==> src/rtl/axi_master_arbiter_pkg.sv <==
// Shared FSM states, master indices and channel field widths for the two-master AXI arbiter.
package axi_master_arbiter_pkg;

  typedef enum logic [1:0] {
    IDLE   = 2'd0,
    IFU_RD = 2'd1,
    LSU_RD = 2'd2,
    LSU_WR = 2'd3
  } state_t;

  localparam logic M_IFU = 1'b0;
  localparam logic M_LSU = 1'b1;

  localparam int ID_W  = 4;
  localparam int LEN_W = 8;

endpackage

==> src/rtl/axi_master_arbiter_rr_picker_2.sv <==
// Combinational two-way round-robin picker: one-hot grant, the pointer moves only on contention.
// Zero latency; with enable low it grants nothing and holds the pointer.
module axi_master_arbiter_rr_picker_2
  import axi_master_arbiter_pkg::*;
(
  input  logic [1:0] i_req,
  input  logic       i_last,
  input  logic       i_en,
  output logic [1:0] o_gnt,
  output logic       o_next_last
);

  always_comb begin
    o_gnt       = 2'b00;
    o_next_last = i_last;
    if (i_en) begin
      if (i_req == 2'b11) begin
        if (i_last == M_LSU) begin
          o_gnt       = 2'b01;
          o_next_last = M_IFU;
        end else begin
          o_gnt       = 2'b10;
          o_next_last = M_LSU;
        end
      end else begin
        o_gnt = i_req;
      end
    end
  end

endmodule

==> src/rtl/axi_master_arbiter.sv <==
// Grants the downstream AXI4 port to IFU or LSU for one whole transaction, round-robin on contention.
// One dead IDLE cycle per grant; all forwarding is combinational and backpressure passes straight through.
module axi_master_arbiter
  import axi_master_arbiter_pkg::*;
#(
  parameter int ADDR_W = 32,
  parameter int DATA_W = 32
) (
  input  logic              clk,
  input  logic              rst,
  input  logic [ADDR_W-1:0] i_ifu_araddr,
  input  logic              i_ifu_arvalid,
  input  logic [ID_W-1:0]   i_ifu_arid,
  input  logic [LEN_W-1:0]  i_ifu_arlen,
  input  logic [2:0]        i_ifu_arsize,
  input  logic [1:0]        i_ifu_arburst,
  output logic              o_ifu_arready,
  output logic [DATA_W-1:0] o_ifu_rdata,
  output logic [1:0]        o_ifu_rresp,
  output logic              o_ifu_rvalid,
  output logic              o_ifu_rlast,
  output logic [ID_W-1:0]   o_ifu_rid,
  input  logic              i_ifu_rready,
  input  logic [ADDR_W-1:0] i_lsu_araddr,
  input  logic              i_lsu_arvalid,
  input  logic [ID_W-1:0]   i_lsu_arid,
  input  logic [LEN_W-1:0]  i_lsu_arlen,
  input  logic [2:0]        i_lsu_arsize,
  input  logic [1:0]        i_lsu_arburst,
  output logic              o_lsu_arready,
  output logic [DATA_W-1:0] o_lsu_rdata,
  output logic [1:0]        o_lsu_rresp,
  output logic              o_lsu_rvalid,
  output logic              o_lsu_rlast,
  output logic [ID_W-1:0]   o_lsu_rid,
  input  logic              i_lsu_rready,
  input  logic [ADDR_W-1:0] i_lsu_awaddr,
  input  logic              i_lsu_awvalid,
  input  logic [ID_W-1:0]   i_lsu_awid,
  input  logic [LEN_W-1:0]  i_lsu_awlen,
  input  logic [2:0]        i_lsu_awsize,
  input  logic [1:0]        i_lsu_awburst,
  output logic              o_lsu_awready,
  input  logic [DATA_W-1:0] i_lsu_wdata,
  input  logic [DATA_W/8-1:0] i_lsu_wstrb,
  input  logic              i_lsu_wvalid,
  input  logic              i_lsu_wlast,
  output logic              o_lsu_wready,
  output logic [1:0]        o_lsu_bresp,
  output logic              o_lsu_bvalid,
  output logic [ID_W-1:0]   o_lsu_bid,
  input  logic              i_lsu_bready,
  output logic [ADDR_W-1:0] o_s_araddr,
  output logic              o_s_arvalid,
  output logic [ID_W-1:0]   o_s_arid,
  output logic [LEN_W-1:0]  o_s_arlen,
  output logic [2:0]        o_s_arsize,
  output logic [1:0]        o_s_arburst,
  input  logic              i_s_arready,
  input  logic [DATA_W-1:0] i_s_rdata,
  input  logic [1:0]        i_s_rresp,
  input  logic              i_s_rvalid,
  input  logic              i_s_rlast,
  input  logic [ID_W-1:0]   i_s_rid,
  output logic              o_s_rready,
  output logic [ADDR_W-1:0] o_s_awaddr,
  output logic              o_s_awvalid,
  output logic [ID_W-1:0]   o_s_awid,
  output logic [LEN_W-1:0]  o_s_awlen,
  output logic [2:0]        o_s_awsize,
  output logic [1:0]        o_s_awburst,
  input  logic              i_s_awready,
  output logic [DATA_W-1:0] o_s_wdata,
  output logic [DATA_W/8-1:0] o_s_wstrb,
  output logic              o_s_wvalid,
  output logic              o_s_wlast,
  input  logic              i_s_wready,
  input  logic [1:0]        i_s_bresp,
  input  logic              i_s_bvalid,
  input  logic [ID_W-1:0]   i_s_bid,
  output logic              o_s_bready
);

  state_t     r_state;
  state_t     w_state_nxt;
  logic       r_last;
  logic       w_last_nxt;
  logic [1:0] w_gnt;
  logic       w_lsu_rd_req;
  logic       w_lsu_wr_req;

  assign w_lsu_rd_req = i_lsu_arvalid;
  assign w_lsu_wr_req = i_lsu_awvalid & i_lsu_wvalid;

  axi_master_arbiter_rr_picker_2 u_picker (
    .i_req       ({w_lsu_rd_req | w_lsu_wr_req, i_ifu_arvalid}),
    .i_last      (r_last),
    .i_en        (r_state == IDLE),
    .o_gnt       (w_gnt),
    .o_next_last (w_last_nxt)
  );

  always_ff @(posedge clk) begin
    if (!rst) begin
      r_state <= IDLE;
      r_last  <= M_LSU;
    end else begin
      r_state <= w_state_nxt;
      r_last  <= w_last_nxt;
    end
  end

  // LSU read beats LSU write when both are pending.
  always_comb begin
    w_state_nxt = r_state;
    case (r_state)
      IDLE: begin
        if (w_gnt[M_IFU])      w_state_nxt = IFU_RD;
        else if (w_gnt[M_LSU]) w_state_nxt = w_lsu_rd_req ? LSU_RD : LSU_WR;
      end
      IFU_RD, LSU_RD: if (i_s_rvalid & o_s_rready & i_s_rlast) w_state_nxt = IDLE;
      LSU_WR:         if (i_s_bvalid & o_s_bready) w_state_nxt = IDLE;
      default:        w_state_nxt = IDLE;
    endcase
  end

  always_comb begin
    o_ifu_arready = 1'b0;
    o_ifu_rdata   = '0;
    o_ifu_rresp   = '0;
    o_ifu_rvalid  = 1'b0;
    o_ifu_rlast   = 1'b0;
    o_ifu_rid     = '0;
    o_lsu_arready = 1'b0;
    o_lsu_rdata   = '0;
    o_lsu_rresp   = '0;
    o_lsu_rvalid  = 1'b0;
    o_lsu_rlast   = 1'b0;
    o_lsu_rid     = '0;
    o_lsu_awready = 1'b0;
    o_lsu_wready  = 1'b0;
    o_lsu_bresp   = '0;
    o_lsu_bvalid  = 1'b0;
    o_lsu_bid     = '0;
    o_s_araddr    = '0;
    o_s_arvalid   = 1'b0;
    o_s_arid      = '0;
    o_s_arlen     = '0;
    o_s_arsize    = '0;
    o_s_arburst   = '0;
    o_s_rready    = 1'b0;
    o_s_awaddr    = '0;
    o_s_awvalid   = 1'b0;
    o_s_awid      = '0;
    o_s_awlen     = '0;
    o_s_awsize    = '0;
    o_s_awburst   = '0;
    o_s_wdata     = '0;
    o_s_wstrb     = '0;
    o_s_wvalid    = 1'b0;
    o_s_wlast     = 1'b0;
    o_s_bready    = 1'b0;
    case (r_state)
      IFU_RD: begin
        o_s_araddr    = i_ifu_araddr;
        o_s_arvalid   = i_ifu_arvalid;
        o_s_arid      = i_ifu_arid;
        o_s_arlen     = i_ifu_arlen;
        o_s_arsize    = i_ifu_arsize;
        o_s_arburst   = i_ifu_arburst;
        o_ifu_arready = i_s_arready;
        o_ifu_rdata   = i_s_rdata;
        o_ifu_rresp   = i_s_rresp;
        o_ifu_rvalid  = i_s_rvalid;
        o_ifu_rlast   = i_s_rlast;
        o_ifu_rid     = i_s_rid;
        o_s_rready    = i_ifu_rready;
      end
      LSU_RD: begin
        o_s_araddr    = i_lsu_araddr;
        o_s_arvalid   = i_lsu_arvalid;
        o_s_arid      = i_lsu_arid;
        o_s_arlen     = i_lsu_arlen;
        o_s_arsize    = i_lsu_arsize;
        o_s_arburst   = i_lsu_arburst;
        o_lsu_arready = i_s_arready;
        o_lsu_rdata   = i_s_rdata;
        o_lsu_rresp   = i_s_rresp;
        o_lsu_rvalid  = i_s_rvalid;
        o_lsu_rlast   = i_s_rlast;
        o_lsu_rid     = i_s_rid;
        o_s_rready    = i_lsu_rready;
      end
      LSU_WR: begin
        o_s_awaddr    = i_lsu_awaddr;
        o_s_awvalid   = i_lsu_awvalid;
        o_s_awid      = i_lsu_awid;
        o_s_awlen     = i_lsu_awlen;
        o_s_awsize    = i_lsu_awsize;
        o_s_awburst   = i_lsu_awburst;
        o_lsu_awready = i_s_awready;
        o_s_wdata     = i_lsu_wdata;
        o_s_wstrb     = i_lsu_wstrb;
        o_s_wvalid    = i_lsu_wvalid;
        o_s_wlast     = i_lsu_wlast;
        o_lsu_wready  = i_s_wready;
        o_lsu_bresp   = i_s_bresp;
        o_lsu_bvalid  = i_s_bvalid;
        o_lsu_bid     = i_s_bid;
        o_s_bready    = i_lsu_bready;
      end
      default: ;
    endcase
  end

endmodule
==> config.mk <==
export PLATFORM = sky130hd
export DESIGN_NAME = axi_master_arbiter
export DESIGN_NICKNAME = d
export VERILOG_FILES = /design/src/rtl/axi_master_arbiter_pkg.sv /design/src/rtl/axi_master_arbiter_rr_picker_2.sv /design/src/rtl/axi_master_arbiter.sv
export SDC_FILE = /design/constraint.sdc
export NUM_CORES = 1
export LEC_CHECK = 0
export ABC_AREA = 1
export BUFFER_PORTS_ARGS = -buffer_cell sky130_fd_sc_hd__buf_2
export CELL_PAD_IN_SITES_DETAIL_PLACEMENT = 1
export CELL_PAD_IN_SITES_GLOBAL_PLACEMENT = 2
export CORE_AREA = 2 2 186 188
export CTS_CLUSTER_SIZE = 20
export DETAILED_ROUTE_END_ITERATION = 8
export DIE_AREA = 0 0 188 190
export PLACE_DENSITY_LB_ADDON = 0.25
export SLEW_MARGIN = 25
export SYNTH_ARGS = -nofsm -noshare
export SYNTH_HDL_FRONTEND = slang
export SYNTH_SLANG_ARGS = --single-unit
==> constraint.sdc <==
create_clock -name clk -period 1.5 [get_ports clk]
set_input_delay 0.3 -clock clk [delete_from_list [all_inputs] [get_ports clk]]
set_output_delay 0.3 -clock clk [all_outputs]
set_load 0.05 [all_outputs]
==> results.md <==
- Synth unique cells: 16
- Sequential group share of total power: 1.2%
- Combinational fraction of design power: 95.7%
- WP data arrival: 1.60 ns
- R2R depth: 11
- Number of H-tree levels: 1
- Hold Crit Depth: 3
- Fraction of power spent switching nets: 59.1%
- Clock Power Share: 3.1%
- Slowest-stage cell, CP: dfxtp_2
- Worst reg2reg path startpoint: r_state[1]
- Psw: 8000 uW
- Fin crit share: 126%
- Highest Clock Rate: 0.527 GHz
- Vias per inst: 3.42
- Setup crit end kind: output pin
- R2R setup slack: -0.17 ns
- Pwr Total: 13,500 uW
- DIE HEIGHT: 190 um
- Synthesized Nets: 841
- Total number of yosys warnings: 0
- DR vias: 5,331
- CTS tree: built
- WP data required: 1.20 ns
- Die Area: 35,700 um2
- Number of global-route vias before repair: 5,398
- Share of the synthesized area in the top cell type: 44.6%
- Endpoints failing setup: 233
- DRT Wirelength: 24,400 um
- GR Util met2: 22.8%
- Placer Congestion: 0.751
- Initial antenna violation count: 6
- Post-DP HPWL: 18,900 um
- Starting density of the core: 7.29%
- Hold Crit Endpoint: r_state[1]
- Crit path max fanout: 5
- Clk_lat worst skew: 0.22 ns
- Mapped cell area: 2470 um2
- Worst path cell trace: buf_4 > ha_4 > buf_6 > clkbuf_16 > buf_12 > nand2_4 > clkinvlp_4 > buf_8
- Worst setup path start: r_state[0]
- Synth Area per Inst: 4.16 um2
- Slew Limit Fails: 0
- Clock buffer depth: 2
- Most frequent cells in the layout: buf_2 (242), nand2_1 (137), buf_6 (121), clkinvlp_4 (100), buf_8 (85)
- #FFs+latches synth: 3
- GRT Residual Overflow: 0
- Layout cells sized above 1: 83.7%
- Finished Cell Area: 10,100 um2
- Placement row count: 68
- Min Tclk post-route: 1.90 ns
- Crit path buf inv count: 6
- Area grow syn2layout: 307%
- Skew final: 0.00276 ns
- Commonest non-fill, non-tap cell in the layout: buf_2
- Status: finished, violations left
- Max_cap viols: 0
- Clk root buf: clkbuf_16
- R2r endpoint: r_state[1]
- GRT busiest layer: met2
- Post-synth top area cell: nand2_1
- Met1 Use GR: 13.0%
- Worst slew pin tran: 0.223 ns
- Final Hold Fails: 0
- Register area share after synthesis: 2.43%
- Tot GR Track Use: 11.7%
- Initial drt markers: 74
- Total placed instance area: 7160 um2
- Max incr delay on CP: 0.32 ns
- Worst hold start: rst
- Nature of the critical path startpoint: flop
- Critical path class: reg2out
- I/O pin cnt: 474
- Clk pin slew, worst setup/hold paths: 0.03 ns
- Synth Instances: 594
- RSZ-0062 raised after global routing: true
- Worst Setup Slack, final: -0.396 ns
- PwrDens: 1340 nW/um2
- Cts bufs inserted: 3
- Worst Hold Margin: 0.376 ns
- Hold_buf cts: 0
- Setup TNS: -68.32 ns
- Violated checks: setup timing
- CP top delay family: buffers and inverters
- Nets: 1,347
- Core ar.: 33,900 um2
- First-pass GRT wire length: 32,400 um
- Int Pwr: 5530 uW
- Drt first pass iters: 4
- Port bufs: 473
- Met3 track demand over resource: 2.73%
- Maximum VDD drop: 547 uV
- DRC viols: 0
- Hold crit path type: in2reg
- Synth top area cells: nand2_1 (45%), inv_1 (28%), a21oi_1 (11%), buf_2 (4.0%), buf_4 (3.6%)
- Largest net degree at the start of global routing: 33
- Wire per inst: 15.6 um
- Leak pwr: 0.00485 uW
- Max-slew headroom: 85.1%
- Antenna-violating nets left: 0
- DIE WIDTH: 188 um
- CTS Sinks: 3
kinds of logic (layout without fill, tap and decap cells):
family                     after synthesis  in the layout  synth area share [%]
buffers and inverters                  226            731                  37.1
DFF                                      3              3                  2.43
and+or+nand+nor                        302            302                  46.3
AOI/OAI and AO/OA                       59             59                  12.1
other                                    0              3                     0
adders and majority gates                4              4                  2.02
state kept, by name, indices dropped and copies added, names as in the netlist:
name     flops
r_state      2
r_last       1
worst max path at each step:
stage / endpoint / slack (ns) / cells past startpoint
after floorplan: o_s_araddr[0] / -0.05 / 6
after global placement: o_s_arlen[1] / -0.23 / 6
after detailed placement: o_s_arlen[1] / -0.24 / 6
after CTS: o_s_araddr[25] / -0.39 / 6
after global routing: o_s_rready / -0.45 / 7
final: o_ifu_rdata[30] / -0.40 / 8
cell type report:
type	instances	area, um2
Sequential cell	3	65.1
Inverter	190	1110
Clock buffer	4	78.8
Antenna cell	3	7.51
Tap cell	455	569
Timing Repair Buffer	537	5330
Multi-Input combinational cell	365	2910
Fill cell	4066	23900
power groups by stage:
stage	clock network, uW	registers, uW	logic [uW]
5_1_grt	439	174	13600
2_1_floorplan	0	141	7270
4_1_cts	436	162	11500
3_5_place_dp	0	153	10100
6_report	422	164	12900
3_3_place_gp	0	148	10100
timing repair:
item                       in CTS  in global routing
resized for setup             310                497
setup buffers                   6                 13
pin swaps                       2                 26
cloned                          3                 16
setup endpoints to repair     233                233
stage by stage:
| step | util (%) | instances | setup WS (ns) |
|---|---|---|---|
| floorplan | - | 594 | -0.0475 |
| global placement | 21.1 | 1516 | -0.232 |
| detailed placement | 21.1 | 1516 | -0.238 |
| CTS | 24.5 | 1529 | -0.393 |
| global route | 29.7 | 1557 | -0.445 |
| finish | 29.7 | 1557 | -0.396 |
worst register-to-register path, cell delays in order (launching register included):
cell       delay [ns]
dfxtp_4          0.36
buf_6            0.12
ha_4             0.18
buf_6            0.13
buf_12           0.12
clkbuf_16        0.15
buf_6            0.12
nand2_4          0.06
o21ai_2          0.06
nor2_2           0.09
nand2_1          0.07
a21oi_2          0.13
synth_stat cells, drive strengths merged:
master,n
a31oi,1
buf,32
a21oi,56
inv,190
o21ai,2
nor2,4
clkbuf,4
dfxtp,3
ha,4
nand2,297
nand3,1
metal layers:
layer	up-vias	wire [um]	share of wire (%)
met5	-	44	0.18
met4	6	251	1.0
met3	20	1450	6.0
met2	225	13300	55
met1	2437	9260	38
li1	2643	-	-
No activity file was read; power rests on OpenSTA's default activity.
